===== src/rtl/mtm_alu_frame_rx_pkg.sv =====
// Shared types and line-level constants for the bit-serial frame receiver.
package mtm_alu_frame_rx_pkg;

  typedef enum logic [1:0] {
    WAIT_IDLE = 2'd0,
    IDLE      = 2'd1,
    DATA      = 2'd2,
    STOP      = 2'd3
  } rx_state_e;

  localparam logic START_BIT = 1'b0;
  localparam logic STOP_BIT  = 1'b1;

endpackage


===== src/rtl/mtm_alu_sync_fifo.sv =====
// Synchronous FIFO with level output; head data reads as zero while empty.
module mtm_alu_sync_fifo #(
  parameter int DATA_W = 10,
  parameter int DEPTH  = 4
) (
  input  logic                         clk,
  input  logic                         rst,
  input  logic                         push,
  input  logic [DATA_W-1:0]            push_data,
  input  logic                         pop,
  output logic [DATA_W-1:0]            pop_data,
  output logic                         full,
  output logic                         empty,
  output logic [$clog2(DEPTH+1)-1:0]   level
);

  localparam int AW    = $clog2(DEPTH);
  localparam int LVL_W = $clog2(DEPTH + 1);

  logic [DATA_W-1:0] mem_q [DEPTH];
  logic [AW-1:0]     wr_ptr_q, rd_ptr_q;
  logic [LVL_W-1:0]  level_q;
  logic              do_push, do_pop;

  assign empty    = (level_q == '0);
  assign full     = (level_q == LVL_W'(DEPTH));
  assign do_pop   = pop && !empty;
  // A pop frees the slot this cycle, so a push into a full FIFO is still legal.
  assign do_push  = push && (!full || do_pop);
  assign pop_data = empty ? '0 : mem_q[rd_ptr_q];
  assign level    = level_q;

  always_ff @(posedge clk or negedge rst) begin
    if (!rst) begin
      for (int i = 0; i < DEPTH; i++) mem_q[i] <= '0;
      wr_ptr_q <= '0;
      rd_ptr_q <= '0;
      level_q  <= '0;
    end else begin
      if (do_push) begin
        mem_q[wr_ptr_q] <= push_data;
        wr_ptr_q        <= wr_ptr_q + AW'(1);
      end
      if (do_pop) rd_ptr_q <= rd_ptr_q + AW'(1);
      case ({do_push, do_pop})
        2'b10:   level_q <= level_q + LVL_W'(1);
        2'b01:   level_q <= level_q - LVL_W'(1);
        default: level_q <= level_q;
      endcase
    end
  end

endmodule


===== src/rtl/mtm_alu_frame_rx.sv =====
// Bit-serial frame receiver: start/payload/stop deframing, stop-bit check,
// and buffered payload delivery over a valid/ready handshake.
module mtm_alu_frame_rx
  import mtm_alu_frame_rx_pkg::*;
#(
  parameter int PKT_W      = 10,
  parameter int FIFO_DEPTH = 4,
  parameter bit MSB_FIRST  = 1'b1
) (
  input  logic                              clk,
  input  logic                              rst,
  input  logic                              sin,
  output logic [PKT_W-1:0]                  pkt_data,
  output logic                              pkt_valid,
  input  logic                              pkt_ready,
  output logic [$clog2(FIFO_DEPTH+1)-1:0]   fifo_level,
  output logic                              err_frame,
  output logic                              err_overflow
);

  localparam int CNT_W = $clog2(PKT_W + 1);

  rx_state_e         state_q, state_d;
  logic [CNT_W-1:0]  cnt_q, cnt_d;
  logic [PKT_W-1:0]  shreg_q, shreg_d;
  logic              err_frame_q, err_frame_d;
  logic              err_ovf_q, err_ovf_d;
  logic              good_frame, push, fifo_full, fifo_empty, last_bit;

  assign last_bit = (cnt_q == CNT_W'(PKT_W - 1));

  always_ff @(posedge clk or negedge rst) begin
    if (!rst) state_q <= WAIT_IDLE;
    else      state_q <= state_d;
  end

  always_comb begin
    state_d = state_q;
    case (state_q)
      WAIT_IDLE: if (sin == STOP_BIT)  state_d = IDLE;
      IDLE:      if (sin == START_BIT) state_d = DATA;
      DATA:      if (last_bit)         state_d = STOP;
      STOP:      state_d = (sin == STOP_BIT) ? IDLE : WAIT_IDLE;
      default:   state_d = WAIT_IDLE;
    endcase
  end

  always_comb begin
    cnt_d       = cnt_q;
    shreg_d     = shreg_q;
    good_frame  = 1'b0;
    err_frame_d = 1'b0;
    case (state_q)
      IDLE: cnt_d = '0;
      DATA: begin
        if (MSB_FIRST) shreg_d = {shreg_q[PKT_W-2:0], sin};
        else           shreg_d = {sin, shreg_q[PKT_W-1:1]};
        if (cnt_q != CNT_W'(PKT_W)) cnt_d = cnt_q + CNT_W'(1);
      end
      STOP: begin
        good_frame  = (sin == STOP_BIT);
        err_frame_d = (sin != STOP_BIT);
      end
      default: ;
    endcase
  end

  // Full only blocks the push when the consumer is not taking the head this cycle.
  assign push      = good_frame && (!fifo_full || pkt_ready);
  assign err_ovf_d = good_frame && fifo_full && !pkt_ready;

  always_ff @(posedge clk or negedge rst) begin
    if (!rst) begin
      cnt_q       <= '0;
      shreg_q     <= '0;
      err_frame_q <= 1'b0;
      err_ovf_q   <= 1'b0;
    end else begin
      cnt_q       <= cnt_d;
      shreg_q     <= shreg_d;
      err_frame_q <= err_frame_d;
      err_ovf_q   <= err_ovf_d;
    end
  end

  mtm_alu_sync_fifo #(
    .DATA_W (PKT_W),
    .DEPTH  (FIFO_DEPTH)
  ) u_fifo (
    .clk       (clk),
    .rst       (rst),
    .push      (push),
    .push_data (shreg_q),
    .pop       (pkt_ready),
    .pop_data  (pkt_data),
    .full      (fifo_full),
    .empty     (fifo_empty),
    .level     (fifo_level)
  );

  assign pkt_valid    = !fifo_empty;
  assign err_frame    = err_frame_q;
  assign err_overflow = err_ovf_q;

endmodule


===== config.mk =====
export PLATFORM = sky130hd
export DESIGN_NAME = mtm_alu_frame_rx
export DESIGN_NICKNAME = d
export VERILOG_FILES = /design/src/rtl/mtm_alu_frame_rx_pkg.sv /design/src/rtl/mtm_alu_sync_fifo.sv /design/src/rtl/mtm_alu_frame_rx.sv
export SDC_FILE = /design/constraint.sdc
export NUM_CORES = 1
export LEC_CHECK = 0
export BUFFER_PORTS_ARGS = -buffer_cell sky130_fd_sc_hd__buf_2
export CELL_PAD_IN_SITES_DETAIL_PLACEMENT = 0
export CELL_PAD_IN_SITES_GLOBAL_PLACEMENT = 1
export CORE_MARGIN = 8
export CORE_UTILIZATION = 40
export CTS_CLUSTER_DIAMETER = 80
export CTS_CLUSTER_SIZE = 16
export DETAILED_ROUTE_END_ITERATION = 7
export HOLD_SLACK_MARGIN = 0.05
export MAX_ROUTING_LAYER = met4
export PLACE_DENSITY_LB_ADDON = 0.1
export SLEW_MARGIN = 10
export SYNTH_ARGS = -nofsm -noshare
export SYNTH_HDL_FRONTEND = slang
export SYNTH_SLANG_ARGS = --single-unit

===== constraint.sdc =====
create_clock -name clk -period 2.55 [get_ports clk]
set_clock_uncertainty 0.1 [all_clocks]
set_input_delay 0 -clock clk [delete_from_list [all_inputs] [get_ports clk]]
set_output_delay 0 -clock clk [all_outputs]
set_load 0.01 [all_outputs]

==> reports/metrics.cfg, run 1 <==
[status]
status=finished, final reports clean

[floorplanning]
initial_core_util_pct=40.9
num_rows=32
die_h_um=104
die_w_um=104
ios=20
fp.dieArea_sq_um=10900
core_area_sq_um=7650

[cells_and_area]
diodes=0
fin_area_sq_um=3620
drive_gt1_share_pct=42.7
areaGrowthSynthToFinish_pct=15.7
fin_util_pct=47.3
final_nets=266

[synthesis]
synthMuxAreaShare_pct=27.0
synth_cells=213
synth_simple_gate_area_share_pct=8.81
synthTopCellsByCount=dfrtp_1 (65), mux2_2 (51), ha_1 (13)
synthAdderAreaFrac_pct=5.84
yosysUniqueCellTypes=31
synth_top_family_by_area=multiplexers
synth_flop_cell=dfrtp_1
synth.yosys.seq_area_share_pct=52.0
ys_warn_count=0
synth_xor_area_share_pct=2.24
synth-compound-area-share_pct=1.64
async_flop_share_pct=100
syn_area_sq_um=3130
synth_seq_cells=65
avgSynthCellArea_sq_um=14.7
synthTopCellsByArea=dfrtp_1 (52%), mux2_2 (18%), mux4_2 (7.2%), ha_1 (5.2%), nand4_4 (2.7%)
synth_edf_count=0
synth_top_area_cell=dfrtp_1
yosysMostFrequentCell=dfrtp_1
synth_top_area_share_pct=52.0
syn_nets=231

[grt]
grt_max_degree=28
grt_first_pass_wirelength_um=10500
grt-ovfl-total=0
grt_pass1_vias=2024
track_usage_pct=12.6
antenna_found_initial=0

[routing]
dr.first_iter.drc_count=20
via_per_inst=5.06
dr_total_vias=1798
drt-pass1-iter-count=4
antenna_left=0
drc=0
wl_per_cell_um=17.1
routed_wirelength_um=6060

[timing]
fmax_mhz=424
final_hold_viol_count=0
fin_crit_sh_pct=92.4
tightest_slew_ns=0.734
timing.final.setup_violations=0
worst_slack_ns=0.193
final_max_slew_viol_count=0
relSlewSlack_pct=50.9
rsz0062_at_grt=no
tns_ns=0
period_needed_ns=2.36

[clock_tree]
cts_made_buffers=9
clk_pin_slew_worst_paths_ns=0.07
tritoncts=built
post_cts_buffers=0
root_buffer=clkbuf_8
h-tree-depth=3
clock_latency_ns=0.34
cts_buffer_depth=2
clkSinkCount=65

[critical_path]
worst-setup-path-type=reg -> reg
critical-path-max-stage-delay_ns=0.60
crit_required_ns=2.71
crit_chain=or4b_1 > nand3_2 > ha_1 > inv_1 > fa_1 > xor2_1 > nor2_1 > xor2_1
critPathCaptureType=flip-flop
crit_fanout=5
cp-start-kind=flip-flop
crit_arrival_ns=2.52
critPathSlowestCell=or4b_1
critPathMostFrequentCell=xor2_1

[placement]
place.gp.congestion=0.761
preCtsSetupSlack_ns=0.158
placed_area_sq_um=3370
dp_hpwl_um=4250
portBuffers=19

[hold_path]
hold_path.class=reg -> reg

[run]
maxCapViolCount=0

[pwr]
powerDensity_nw_per_um2=1250
p_total_mw=4.52
peakVddDrop_mv=0.460
p_leak_nw=1.70

repair_timing:
item | in CTS | in global routing
resized for setup | 0 | 1
endpoints found under the setup margin | 0 | 1
hold buffers | 5 | 0
hold endpoints to repair | 69 | 0
report_power, final:
group          switching (mW)  leakage, nW  internal [mW]
Sequential              0.376        0.830           1.48
Clock                   0.401       0.0929          0.455
Combinational           0.787        0.776           1.02
area by class of cell:
class,instances,area [sq um]
clock buffers,10,128
clock inverters,6,67.6
fillers,663,4030
inverters,9,33.8
multi-input cells,131,1430
flip-flops and latches,65,1630
well taps,102,128
repair buffers,32,205
layout by cell type (no fill, tap or decap):
cell type,n
clkbuf_8,9
nand4_4,4
dfrtp_1,65
or3_1,1
a21oi_1,2
buf_2,19
buf_4,8
a21o_1,2
nand3_2,1
nor3_1,1
mux2_2,51
nand3b_1,3
clkinvlp_4,2
clkinv_2,1
clkinv_4,1
inv_1,9
xnor2_1,5
fa_1,1
xor2_1,3
nand2_1,3
a211oi_1,1
bufinv_16,1
ha_1,13
nor2b_1,3
nor3b_1,2
o21ai_0,2
mux2i_1,1
mux2_1,3
nand3_1,2
nand2b_1,1
a2bb2oi_1,1
nor2_1,3
or4b_1,1
clkbuf_1,1
and2_1,11
dlygate4sd3_1,5
mux4_2,10
inv_6,1
state kept, by name (all words and copies together) (netlist names):
register and flops:
err_frame 1, err_overflow 1, state_q 2, u_fifo.wr_ptr_q 2, u_fifo.rd_ptr_q 2, cnt_q 4, u_fifo.level 3, u_fifo.mem_q 40
shreg_q 10
kinds of logic after synthesis:
family	Yosys count
AND/OR/NAND/NOR	36
multiplexers	65
flip-flops	65
AO/OA/AOI/OAI	8
XOR/XNOR	8
buffers and inverters	17
adder cells (fa/ha/maj)	14
critical path: cells and delay by family (launching register included):
family / cells / cell delay (ns)
adder cells (fa/ha/maj): 2 / 0.55
AND/OR/NAND/NOR: 3 / 0.86
flip-flops: 1 / 0.42
XOR/XNOR: 2 / 0.31
buffers and inverters: 1 / 0.06
worst paths after layout:
path	startpoint	end	slack [ns]	cells past startpoint
max	u_fifo.level[1]	u_fifo.level[2]	0.19	8
min reg2reg	u_fifo.mem_q[8]	u_fifo.mem_q[8]	0.39	1
min	u_fifo.mem_q[8]	u_fifo.mem_q[8]	0.39	1
max in group asynchronous	rst	shreg_q[9]	0.55	4
max reg2reg	u_fifo.level[1]	u_fifo.level[2]	0.19	8
min in group asynchronous	rst	shreg_q[7]	0.46	3
per-layer routing:
layer	vias up	global-route usage, %	routed length, um
met3	13	3.28	177
met5	-	-	0
li1	821	-	-
met2	23	21.6	3290
met1	941	13.5	2440
met4	0	5.58	150
metrics by stage:
step / hold slack, ns / std cells
global route: 0.406 / 355
CTS: 0.397 / 355
detailed placement: -0.130 / 334
floorplan: -0.396 / 213
global placement: -0.139 / 334
finish: 0.394 / 355
Note: power is estimated with default switching activity, not from simulation.
==> inputs of run 2 (changes only) <==
Settings changed: ABC_AREA set to 1, CAP_MARGIN set to 10.
==> reports/metrics.cfg, run 2 <==
[cells_and_area]
drive_gt1_share_pct=12.2
final_nets=472
final_cell_mix=nand2_1 (176), dfrtp_1 (65), inv_1 (44), nand4_1 (41), nand3_1 (24)
largest_reg_flops=40
regMostFlops=u_fifo.mem_q
largestRegisters=u_fifo.mem_q: 40 flops, shreg_q: 10 flops, cnt_q: 4 flops
areaGrowthSynthToFinish_pct=11.5
diodes=0
final_common_cell=nand2_1

[floorplanning]
ios=20
core_area_sq_um=8550
num_rows=34
initial_core_util_pct=40.6
die_h_um=109
fp.dieArea_sq_um=11900
die_w_um=109

[synthesis]
synth.yosys.seq_area_share_pct=46.9
ys_warn_count=0
synthTopCellsByArea=dfrtp_1 (47%), nand2_1 (19%), nand4_1 (7.4%), inv_1 (4.8%), ha_1 (4.7%)
syn_nets=450
async_flop_share_pct=100
synthTopCellsByCount=nand2_1 (176), dfrtp_1 (65), inv_1 (44)
synth_flop_cell=dfrtp_1
synth_edf_count=0
yosysUniqueCellTypes=22
syn_area_sq_um=3470
yosysMostFrequentCell=nand2_1
synth_cells=432
synth_top_area_cell=dfrtp_1
avgSynthCellArea_sq_um=8.03
synth_seq_cells=65
synth_top_area_share_pct=46.9

[clock_tree]
clock_latency_ns=0.33
root_buffer=clkbuf_8
post_cts_buffers=0
clk_pin_slew_worst_paths_ns=0.07
tritoncts=built
h-tree-depth=3
cts_resized=0
cts_hold_buffers=3
clkSinkCount=65
cts_buffer_depth=2
cts_made_buffers=9

[critical_path]
regToRegStartpoint=state_q[0]
crit_required_ns=2.67
cp-start-kind=flip-flop
critPathCaptureType=flip-flop
crit_arrival_ns=2.18
rrSetupSlack_ns=0.49
crit_fanout=5
worstReg2RegEnd=u_fifo.level[2]
worst-setup-path-type=reg -> reg
reg2reg_depth=10

[grt]
grt-ovfl-total=0
busiest_layer=met2
grt_pass1_vias=2678
use_met3_pct=2.13
use_met2_pct=24.6
antenna_found_initial=0
met1_usage_pct=20.2
grt_max_degree=48
grt_first_pass_wirelength_um=14000
track_usage_pct=15.9

[timing]
tns_ns=0
final_max_slew_viol_count=0
fin_crit_sh_pct=80.7
timing.final.setup_violations=0
final_hold_viol_count=0
relSlewSlack_pct=53.7
period_needed_ns=2.06
tightest_slew_ns=0.694
fmax_mhz=486
rsz0062_at_grt=no
worst_slack_ns=0.492

[pwr]
p_leak_nw=2.06
powerDensity_nw_per_um2=1200
peakVddDrop_mv=0.576

[routing]
drt-pass1-iter-count=4
via_per_inst=4.94
antenna_left=0
dr_total_vias=2802
routed_wirelength_um=8560
drc=0
dr.first_iter.drc_count=199
wl_per_cell_um=15.1

[run]
maxCapViolCount=0

[placement]
portBuffers=19
preCtsSetupSlack_ns=0.482
dp_hpwl_um=5730
place.gp.congestion=0.757

[hold_path]
hold_path.class=in -> async

[status]
status=finished, final reports clean

## run 2: cell count changes in the layout (fill, tap and decap cells not counted), sizes merged, moves of 3 or more
| cell | previous run | this run |
|---|---|---|
| nand4 | 4 | 41 |
| mux4 | 10 | 0 |
| nand3 | 3 | 28 |
| and2 | 11 | 0 |
| mux2 | 54 | 0 |
| inv | 10 | 49 |
| nand2 | 3 | 177 |
| nand3b | 3 | 0 |
| nor2 | 3 | 6 |
| nor2b | 3 | 0 |
| a21oi | 2 | 10 |
| o21ai | 2 | 15 |
## run 2: through the flow
stage                     hold WS (ns)  instance area (sq um)  instances  util [%]  power [mW]
after floorplan                 -0.396                   3470        432         -        3.06
after global placement        -0.00877                   3610        548      42.2        3.65
after detailed placement       -0.0168                   3610        548      42.2        3.68
after CTS                        0.158                   3870        567      45.2        4.71
after global routing             0.207                   3870        567      45.2        5.03
final                            0.146                   3870        567      45.2        4.64
## run 2: layout make-up
cell class / count / area [sq um]
clock inverters: 5 / 77.6
well taps: 108 / 135
clock buffers: 11 / 151
inverters: 50 / 189
repair buffers: 32 / 200
fillers: 899 / 4680
multi-input cells: 296 / 1490
flip-flops and latches: 65 / 1630
## run 2: power by group
group          leakage (nW)  switching (mW)  internal (mW)
sequential            0.866           0.332           1.39
combinational          1.08            1.26          0.650
clock                 0.115           0.402          0.601
## run 2: per-layer routing
metal	part of all wire, %	up-vias	wire length, um
li1	-	1426	-
met4	1.3	0	115
met2	47	47	3990
met1	48	1321	4150
met5	0	-	0
met3	3.5	8	301
## run 2: worst max-delay path, stage by stage (launching register included)
cell	delay, ns
dfrtp_1	0.42
ha_1	0.25
nand2_2	0.09
clkinv_2	0.05
nand2_1	0.10
ha_1	0.19
inv_1	0.07
fa_1	0.38
nand2_1	0.08
nand3_1	0.08
xor2_1	0.14
## run 2: kinds of logic after synthesis
kind of cell / Yosys count / share of synthesized area (%)
adder cells (fa/ha/maj): 14 / 5.27
AO/OA/AOI/OAI: 25 / 3.61
XOR/XNOR: 5 / 1.26
AND/OR/NAND/NOR: 252 / 32.8
buffers and inverters: 71 / 10.2
flip-flops: 65 / 46.9
## run 2: worst max path at each step
| stage | start | end | slack (ns) | depth (start not counted) |
|---|---|---|---|---|
| after floorplan | state_q[0] | u_fifo.level[2] | 0.44 | 11 |
| after global placement | state_q[0] | u_fifo.level[2] | 0.54 | 10 |
| after detailed placement | state_q[0] | u_fifo.level[2] | 0.48 | 10 |
| after CTS | state_q[0] | u_fifo.level[2] | 0.48 | 10 |
| after global routing | state_q[0] | u_fifo.level[2] | 0.37 | 10 |
| final | state_q[0] | u_fifo.level[2] | 0.49 | 10 |
==> inputs of run 3 (changes only) <==
Clock period 2.55 ns to 2.15 ns, I/O delays scaled along.
==> reports/metrics.cfg, run 3 (synthesized netlist as in run 2, its figures left out) <==
[timing]
tightest_slew_ns=0.677
rsz0062_at_grt=no
final_max_slew_viol_count=0
fmax_mhz=515
relSlewSlack_pct=54.8
period_needed_ns=1.94
fin_crit_sh_pct=90.4
worst_slack_ns=0.207
tns_ns=0
final_hold_viol_count=0
timing.final.setup_violations=0

[floorplanning]
num_rows=34
initial_core_util_pct=40.6
ios=20
fp.dieArea_sq_um=11900
die_w_um=109
core_area_sq_um=8550
die_h_um=109

[critical_path]
crit_required_ns=2.31
crit_fanout=4
worst-setup-path-type=reg -> reg
critPathCaptureType=flip-flop
crit_arrival_ns=2.10
cp-start-kind=flip-flop

[cells_and_area]
final_cell_mix=nand2_1 (176), dfrtp_1 (65), inv_1 (44), nand4_1 (41), nand3_1 (24)
drive_gt1_share_pct=13.2
fillers=885
largest_reg_flops=40
areaGrowthSynthToFinish_pct=11.9
final_nets=474
largestRegisters=u_fifo.mem_q: 40 flops, shreg_q: 10 flops, cnt_q: 4 flops
fin_cells=569
regMostFlops=u_fifo.mem_q
final_common_cell=nand2_1
diodes=0

[clock_tree]
clk_pin_slew_worst_paths_ns=0.08
clock_latency_ns=0.34
cts_buffer_depth=2
root_buffer=clkbuf_8
tritoncts=built
h-tree-depth=3
post_cts_buffers=0
cts_made_buffers=9
clkSinkCount=65

[status]
status=finished, final reports clean

[pwr]
p_leak_nw=2.06
peakVddDrop_mv=0.636
p_total_mw=5.51
powerDensity_nw_per_um2=1420

[grt]
grt-ovfl-total=0
track_usage_pct=16.1
grt_max_degree=48
antenna_found_initial=0
grt_pass1_vias=2697
grt_first_pass_wirelength_um=14300

[placement]
dp_hpwl_um=5810
preCtsSetupSlack_ns=0.166
place.gp.congestion=0.749
portBuffers=19
dp.cells=550

[routing]
dr.first_iter.drc_count=132
via_per_inst=4.89
routed_wirelength_um=8690
wl_per_cell_um=15.3
antenna_left=0
drc=0
dr_total_vias=2782
drt-pass1-iter-count=4

[hold_path]
hold_path.class=in -> async

[run]
maxCapViolCount=0

[run 3: changes by cell type in the layout (fill, tap and decap cells not counted), moves of 2 or more]
cell,before,now
ha_2,0,2
buf_4,10,12
ha_1,13,11
clkinv_4,0,2
clkbuf_8,11,9
[run 3: worst max-delay path: stages, from the launching register on]
cell	delay [ns]
dfrtp_1	0.40
nor2_1	0.15
nand2_1	0.12
nand2_1	0.16
inv_1	0.07
ha_2	0.19
inv_1	0.08
fa_2	0.43
o21ai_0	0.17
[run 3: what timing repair did]
action	CTS	global route
gates resized for setup	0	3
endpoints found under the setup margin	0	1
hold buffers	3	0
endpoints found under the hold margin	35	0
[run 3: final timing paths]
kind / startpoint / end / slack [ns] / depth (start not counted)
worst min register to register: u_fifo.mem_q[5] / u_fifo.mem_q[5] / 0.37 / 2
worst max-delay path: u_fifo.level[1] / u_fifo.level[1] / 0.21 / 8
worst max register to register: u_fifo.level[1] / u_fifo.level[1] / 0.21 / 8
worst min-delay path: rst / u_fifo.mem_q[4] / 0.15 / 2
min in group clk: sin / err_frame / 0.35 / 3
max in group asynchronous: rst / shreg_q[7] / 1.07 / 3
[run 3: final cells by class]
class | instances | area, sq um | share of cell area (%)
clock buffer | 9 | 124 | 3.19
timing repair buffer | 34 | 215 | 5.55
multi-input combinational | 296 | 1500 | 38.5
tap | 108 | 135 | 3.48
clock inverter | 7 | 95.1 | 2.45
sequential | 65 | 1630 | 41.9
inverter | 50 | 189 | 4.87
[run 3: per-stage QoR]
step	instance area [sq um]	util (%)	hold WS, ns
after global routing	3880	45.4	0.224
after global placement	3620	42.4	-0.0136
final	3880	45.4	0.145
after floorplan	3470	-	-0.396
after detailed placement	3620	42.4	-0.0187
after CTS	3870	45.3	0.160
[run 3: metal layers]
layer | track usage, % | share of wire, % | up-vias
li1 | - | - | 1431
met1 | 19.9 | 47 | 1313
met2 | 26.3 | 49 | 28
met3 | 2.19 | 2.4 | 10
met4 | 6.16 | 1.4 | 0
met5 | - | 0 | -
[run 3: report_power, final]
| group | switching [mW] | internal [mW] |
|---|---|---|
| Sequential | 0.383 | 1.65 |
| Clock | 0.502 | 0.652 |
| Combinational | 1.52 | 0.800 |
| Total | 2.40 | 3.10 |
